$ cat config.mk
export PLATFORM = sky130hd
export DESIGN_NAME = synth_voice_mixer_flat
export DESIGN_NICKNAME = d
export VERILOG_FILES = /design/src/rtl/synth_voice_mixer_if.sv /design/src/rtl/synth_voice_mixer.sv /design/src/flat_wrapper.sv
export SDC_FILE = /design/constraint.sdc
export NUM_CORES = 1
export LEC_CHECK = 0
export ABC_AREA = 1
export CAP_MARGIN = 20
export CORE_MARGIN = 3
export CORE_UTILIZATION = 50
export CTS_CLUSTER_DIAMETER = 150
export DETAILED_ROUTE_END_ITERATION = 16
export PLACE_DENSITY = 0.79
export REMOVE_ABC_BUFFERS = 1
export SLEW_MARGIN = 10
export SYNTH_ARGS = -nofsm -noshare
export SYNTH_HDL_FRONTEND = slang
export SYNTH_SLANG_ARGS = --single-unit
$ cat constraint.sdc
create_clock -name CLK -period 15.3 [get_ports CLK]
set_clock_uncertainty 0.15 [all_clocks]
set_input_delay 2.295 -clock CLK [delete_from_list [all_inputs] [get_ports CLK]]
set_output_delay 2.295 -clock CLK [all_outputs]
set_load 0.02 [all_outputs]
$ cat src/rtl/synth_voice_mixer_if.sv
// FIFO write side and SoC configuration port of the voice mixer.
// The mixer uses master; the FIFO/SoC side uses slave.
interface synth_voice_mixer_if #(
  parameter int NUM_VOICES = 4,
  parameter int PHASE_W    = 24
);
  logic                          LD_FIFO;
  logic [31:0]                   TONE;
  logic                          FIFO_FULL;
  logic                          CFG_WE;
  logic [$clog2(NUM_VOICES)-1:0] CFG_VOICE;
  logic [1:0]                    CFG_SEL;
  logic [PHASE_W-1:0]            CFG_DATA;

  modport master (
    output LD_FIFO, TONE,
    input  FIFO_FULL, CFG_WE, CFG_VOICE, CFG_SEL, CFG_DATA
  );

  modport slave (
    input  LD_FIFO, TONE,
    output FIFO_FULL, CFG_WE, CFG_VOICE, CFG_SEL, CFG_DATA
  );
endinterface

$ cat src/rtl/synth_voice_mixer.sv
// Multi-voice oscillator mixer: renders one voice per cycle, saturates the sum
// and pushes a {L,R} stereo word into the audio sample FIFO.
module synth_voice_mixer #(
  parameter int NUM_VOICES = 4,
  parameter int PHASE_W    = 24
) (
  input  logic                CLK,
  input  logic                RESET_N,
  input  logic                RUN,
  synth_voice_mixer_if.master bus
);
  localparam int VW = $clog2(NUM_VOICES);
  localparam int AW = 16 + VW;

  localparam logic [2:0] IDLE  = 3'd0;
  localparam logic [2:0] ACCUM = 3'd1;
  localparam logic [2:0] SAT   = 3'd2;
  localparam logic [2:0] WAIT  = 3'd3;
  localparam logic [2:0] PUSH  = 3'd4;

  localparam logic signed [AW-1:0] SAT_MAX = AW'(32767);
  localparam logic signed [AW-1:0] SAT_MIN = -(AW'(32768));

  logic [2:0]              state;
  logic [VW-1:0]           vidx;
  logic signed [AW-1:0]    acc;
  logic [31:0]             tone;
  logic [PHASE_W-1:0]      phase [NUM_VOICES];
  logic [PHASE_W-1:0]      inc   [NUM_VOICES];
  logic [7:0]              amp   [NUM_VOICES];
  logic [1:0]              wave  [NUM_VOICES];
  logic [NUM_VOICES-1:0]   gate;

  logic signed [15:0]      c_raw;
  logic signed [15:0]      c_gated;
  logic signed [AW-1:0]    c_ext;
  logic signed [15:0]      sample;

  function automatic logic signed [15:0] contribution(input logic [1:0] w,
                                                      input logic [7:0] a,
                                                      input logic [8:0] p);
    logic signed [15:0] sq;
    logic signed [7:0]  s;
    logic signed [16:0] prod;
    sq = $signed({1'b0, a, 7'b0});
    case (w)
      2'd1:    s = $signed({~p[8], p[7:1]});
      2'd2:    s = $signed((p[8] ? ~p[7:0] : p[7:0]) ^ 8'h80);
      default: s = '0;
    endcase
    prod = s * $signed({1'b0, a});
    if (w == 2'd0) return p[8] ? -sq : sq;
    return prod[15:0];
  endfunction

  function automatic logic signed [15:0] sat16(input logic signed [AW-1:0] a);
    if (a > SAT_MAX) return 16'sh7fff;
    if (a < SAT_MIN) return 16'sh8000;
    return a[15:0];
  endfunction

  // Contribution is taken from the phase before this cycle's update
  assign c_raw   = contribution(wave[vidx], amp[vidx], phase[vidx][PHASE_W-1 -: 9]);
  assign c_gated = gate[vidx] ? c_raw : 16'sd0;
  assign c_ext   = {{VW{c_gated[15]}}, c_gated};
  assign sample  = sat16(acc);

  assign bus.LD_FIFO = (state == PUSH);
  assign bus.TONE    = tone;

  always_ff @(posedge CLK or negedge RESET_N) begin
    if (!RESET_N) begin
      state <= IDLE;
      vidx  <= '0;
      acc   <= '0;
      tone  <= '0;
      gate  <= '0;
      for (int i = 0; i < NUM_VOICES; i++) begin
        phase[i] <= '0;
        inc[i]   <= '0;
        amp[i]   <= '0;
        wave[i]  <= '0;
      end
    end else begin
      case (state)
        IDLE: begin
          acc  <= '0;
          vidx <= '0;
          if (RUN) state <= ACCUM;
        end
        ACCUM: begin
          acc <= acc + c_ext;
          if (gate[vidx]) phase[vidx] <= phase[vidx] + inc[vidx];
          if (vidx == VW'(NUM_VOICES - 1)) state <= SAT;
          else                              vidx  <= vidx + 1'b1;
        end
        SAT: begin
          tone  <= {sample, sample};
          state <= WAIT;
        end
        WAIT: begin
          if (!bus.FIFO_FULL) state <= PUSH;
        end
        PUSH: begin
          acc   <= '0;
          vidx  <= '0;
          state <= RUN ? ACCUM : IDLE;
        end
        default: state <= IDLE;
      endcase

      // Config writes come last so a phase clear overrides the accumulate update
      if (bus.CFG_WE) begin
        case (bus.CFG_SEL)
          2'd0: inc[bus.CFG_VOICE]  <= bus.CFG_DATA;
          2'd1: amp[bus.CFG_VOICE]  <= bus.CFG_DATA[7:0];
          2'd2: wave[bus.CFG_VOICE] <= bus.CFG_DATA[1:0];
          default: begin
            gate[bus.CFG_VOICE] <= bus.CFG_DATA[0];
            if (bus.CFG_DATA[1]) phase[bus.CFG_VOICE] <= '0;
          end
        endcase
      end
    end
  end
endmodule
$ cat src/flat_wrapper.sv
// flat-port wrapper written by rule: the top's interface ports become plain ports
module synth_voice_mixer_flat 
#(
  parameter int NUM_VOICES = 4,
  parameter int PHASE_W    = 24
)
  (CLK, RESET_N, RUN, bus_LD_FIFO, bus_TONE, bus_FIFO_FULL, bus_CFG_WE, bus_CFG_VOICE, bus_CFG_SEL, bus_CFG_DATA);
  synth_voice_mixer_if #(.NUM_VOICES(NUM_VOICES), .PHASE_W(PHASE_W)) bus_i ();
  input  logic CLK;
  input  logic RESET_N;
  input  logic RUN;
  output wire logic [$bits(bus_i.LD_FIFO)-1:0] bus_LD_FIFO;
  output wire logic [$bits(bus_i.TONE)-1:0] bus_TONE;
  input wire logic [$bits(bus_i.FIFO_FULL)-1:0] bus_FIFO_FULL;
  input wire logic [$bits(bus_i.CFG_WE)-1:0] bus_CFG_WE;
  input wire logic [$bits(bus_i.CFG_VOICE)-1:0] bus_CFG_VOICE;
  input wire logic [$bits(bus_i.CFG_SEL)-1:0] bus_CFG_SEL;
  input wire logic [$bits(bus_i.CFG_DATA)-1:0] bus_CFG_DATA;
  assign bus_LD_FIFO = bus_i.LD_FIFO;
  assign bus_TONE = bus_i.TONE;
  assign bus_i.FIFO_FULL = bus_FIFO_FULL;
  assign bus_i.CFG_WE = bus_CFG_WE;
  assign bus_i.CFG_VOICE = bus_CFG_VOICE;
  assign bus_i.CFG_SEL = bus_CFG_SEL;
  assign bus_i.CFG_DATA = bus_CFG_DATA;
  synth_voice_mixer #(.NUM_VOICES(NUM_VOICES), .PHASE_W(PHASE_W)) u_core (.CLK(CLK), .RESET_N(RESET_N), .RUN(RUN), .bus(bus_i));
endmodule
==> reports/results.txt <==
status: complete, no violations
share of cells above drive strength 1: 0.06231
worst min path class: flop to flop
R2R setup slack: 6.51 ns
Total GRT Usage: 0.2498
crit path time final: 8.791 ns
starting density of the core: 0.5132
routability cong.: 0.9252
fillers: 3,043
Power Dens Cells: 232.7 nW/um^2
RSZ-0062 raised after global routing: no
max_cap viols: 0
Buf/Inv on CP: 7
num rows: 67
Critical Path RT: 15.61 ns
CP top delay family: adder cells
Synth area leaders: dfrtp_1, o21ai_0, nand2_1
clock group share of total power: 0.188
Port Buffers: 65
CP arrival: 9.10 ns
Area Overhead vs Synth: 10.85%
fraction of registers with async set/reset: 1.000
CTS root buf: clkbuf_16
synthesized flop and latch total: 275
net switching power: 2.161 mW
Synth Area per Inst: 7.807 um^2
top cells by count, synth: nand2_1, o21ai_0, dfrtp_1, nor2_1, inv_1
post-route setup TNS: 0 ns
critical path peak fanout: 83
yosys warns: 0
Startpoint Class: flop
pin count of the biggest net entering global routing: 108
sw frac: 0.4822
Leak Pwr: 9.405 nW
slowest CP cell: dfrtp_4
DR iter-0 viols: 1,693
nets@finish: 2,384
Worst-Margin Slew: 1.052 ns
Peak VDD IR: 0.1324 mV
Unique masters post-synth: 57
CTS Sinks: 275
FMAX: 113.7 MHz
area post-placement: 18,060 um^2
1st-pass router iterations: 6
Main synth FF type: dfrtp_1
Max stage delay on crit path: 0.98 ns
Mapped Cells: 2,226
PostCTS Resize Cnt: 0
first-pass GRT wire length: 75,530 um
TritonCTS buffer count: 30
GR Overflow Total: 0
sequential area share after synthesis: 0.3960
# diodes: 0
combinational power share: 0.560
crit share post-route: 0.5746
Setup Buffers After CTS: 0
Die H: 192.4 um
clk_lat worst skew: 0.61 ns
crit path kind: flop to flop
CORE AREA: 33,870 um^2
WL/cell: 17.02 um
max-slew violation count: 0
vias per inst: 5.744
DRC errors left: 0
Reg area: 6887 um^2
CTS max path bufs: 3
Multi-input gate area: 8907 um^2
initial antenna violation count: 0
CTS H-Tree Depth: 1
Final Hold Viols: 0
detailed placement HPWL: 30,590 um
count leader, synth: nand2_1
area leader, netlist: dfrtp_1
clk slew on worst S/H paths: 0.06 ns
most frequent cell on the critical path: nand2_1
Finish-stage setup viols: 0
critical path capture point type: flop
I/O Pins: 66
die width: 192.4 um
final antenna-violating net count: 0
die area: 37,030 um^2
routed vias: 15,480
Slew HR: 0.2970
Finished Cell Area: 19,260 um^2
TritonCTS clock tree: done
# hold bufs at CTS: 0
Post-synth EDFFs: 0
internal power: 2.321 mW
post-synth top area share: 0.3960
DRT Wirelength: 45,870 um
sequential power share: 0.251
number of global-route vias before repair: 15,173
Post-Synthesis Cell Area: 17,380 um^2
==> placed cells by master (no fill, tap or decap), drive strengths merged <==
cell and count:
a211oi 6, a21boi 4, a21o 5, a21oi 118, a221oi 1, a22o 2
a31o 1, a31oi 6, a32oi 3, and2 1, buf 14, bufinv 9
clkbuf 38, clkdlybuf4s50 64, clkinv 7, clkinvlp 2, dfrtp 275, fa 39
ha 88, inv 257, nand2 418, nand3 112, nand3b 2, nand4 7
nor2 271, nor3 13, nor4 3, o2111ai 3, o211ai 32, o21a 2
o21ai 361, o21bai 7, o22ai 40, o311ai 1, o31ai 9, or2 6
xnor2 6, xor2 14
==> power groups by stage <==
stage / registers [mW] / logic, mW / clock network (mW)
global placement: 1.12 / 2.39 / 0
detailed placement: 1.13 / 2.45 / 0
global route: 1.15 / 2.81 / 0.885
floorplan: 1.15 / 1.73 / 0
finish: 1.13 / 2.51 / 0.844
CTS: 1.12 / 2.47 / 0.856
==> area by class of cell <==
| class | count | area share |
|---|---|---|
| timing repair buffer | 78 | 0.04014 |
| clock buffer | 38 | 0.04261 |
| multi-input combinational | 1581 | 0.4624 |
| sequential | 275 | 0.3575 |
| inverter | 258 | 0.05046 |
| clock inverter | 17 | 0.01786 |
| tap | 448 | 0.02910 |
==> worst paths after layout <==
check / start / depth (start not counted) / end
max: u_core.vidx[0]$_DFFE_PN0P_ / 36 / u_core.acc[17]$_DFFE_PN0P_
min: u_core.inc[69]$_DFFE_PN0P_ / 2 / u_core.inc[69]$_DFFE_PN0P_
max reg2reg: u_core.vidx[0]$_DFFE_PN0P_ / 36 / u_core.acc[17]$_DFFE_PN0P_
min reg2reg: u_core.inc[69]$_DFFE_PN0P_ / 2 / u_core.inc[69]$_DFFE_PN0P_
max in group asynchronous: RESET_N / 2 / u_core.inc[10]$_DFFE_PN0P_
min in group asynchronous: RESET_N / 1 / u_core.phase[39]$_DFF_PN0_
==> state kept, by name, summed over array words and instances, names as in the netlist <==
signal	flops
u_core.acc	18
u_core.inc	96
u_core.vidx	2
u_core.state	3
u_core.wave	8
u_core.gate	4
u_core.phase	96
u_core.bus.TONE	16
u_core.amp	32
==> worst register-to-register path: cells and delay by family, from the launching register on <==
kind	cells	cell delay [ns]
compound gates	8	1.48
xor+xnor	1	0.13
fa+ha+maj	6	2.85
buf+inv	7	1.44
flops	1	0.98
simple gates	14	1.65
==> metrics by stage <==
stage	util	hold WS (ns)	worst slack (ns)	total power, mW	std cells
after floorplan	-	0.2978	5.668	2.881	2114
after detailed placement	0.5334	0.3174	6.740	3.576	2638
after CTS	0.5678	0.3323	6.715	4.447	2693
after global placement	0.5334	0.3105	6.986	3.507	2638
final	0.5688	0.3299	6.509	4.482	2695
after global routing	0.5688	0.3502	5.870	4.848	2695
==> metal layers <==
| layer | GRT usage | vias up | part of all wire |
|---|---|---|---|
| li1 | - | 7331 | - |
| met1 | 0.3413 | 7353 | 0.43 |
| met2 | 0.4045 | 691 | 0.46 |
| met3 | 0.03851 | 105 | 0.080 |
| met4 | 0.09078 | 0 | 0.028 |
| met5 | 0 | - | 0 |
==> cells by family (layout without fill, tap and decap cells) <==
kind of cell / Yosys count / in the layout / synth area share
xor gates and xnor gates: 20 / 20 / 0.01008
DFF: 275 / 275 / 0.3960
and+or+nand+nor: 833 / 833 / 0.2029
buffers and inverters: 370 / 391 / 0.09150
AOI/OAI and AO/OA: 601 / 601 / 0.1913
adders and majority gates: 127 / 127 / 0.1083
Power figures use the tool's default switching activity.
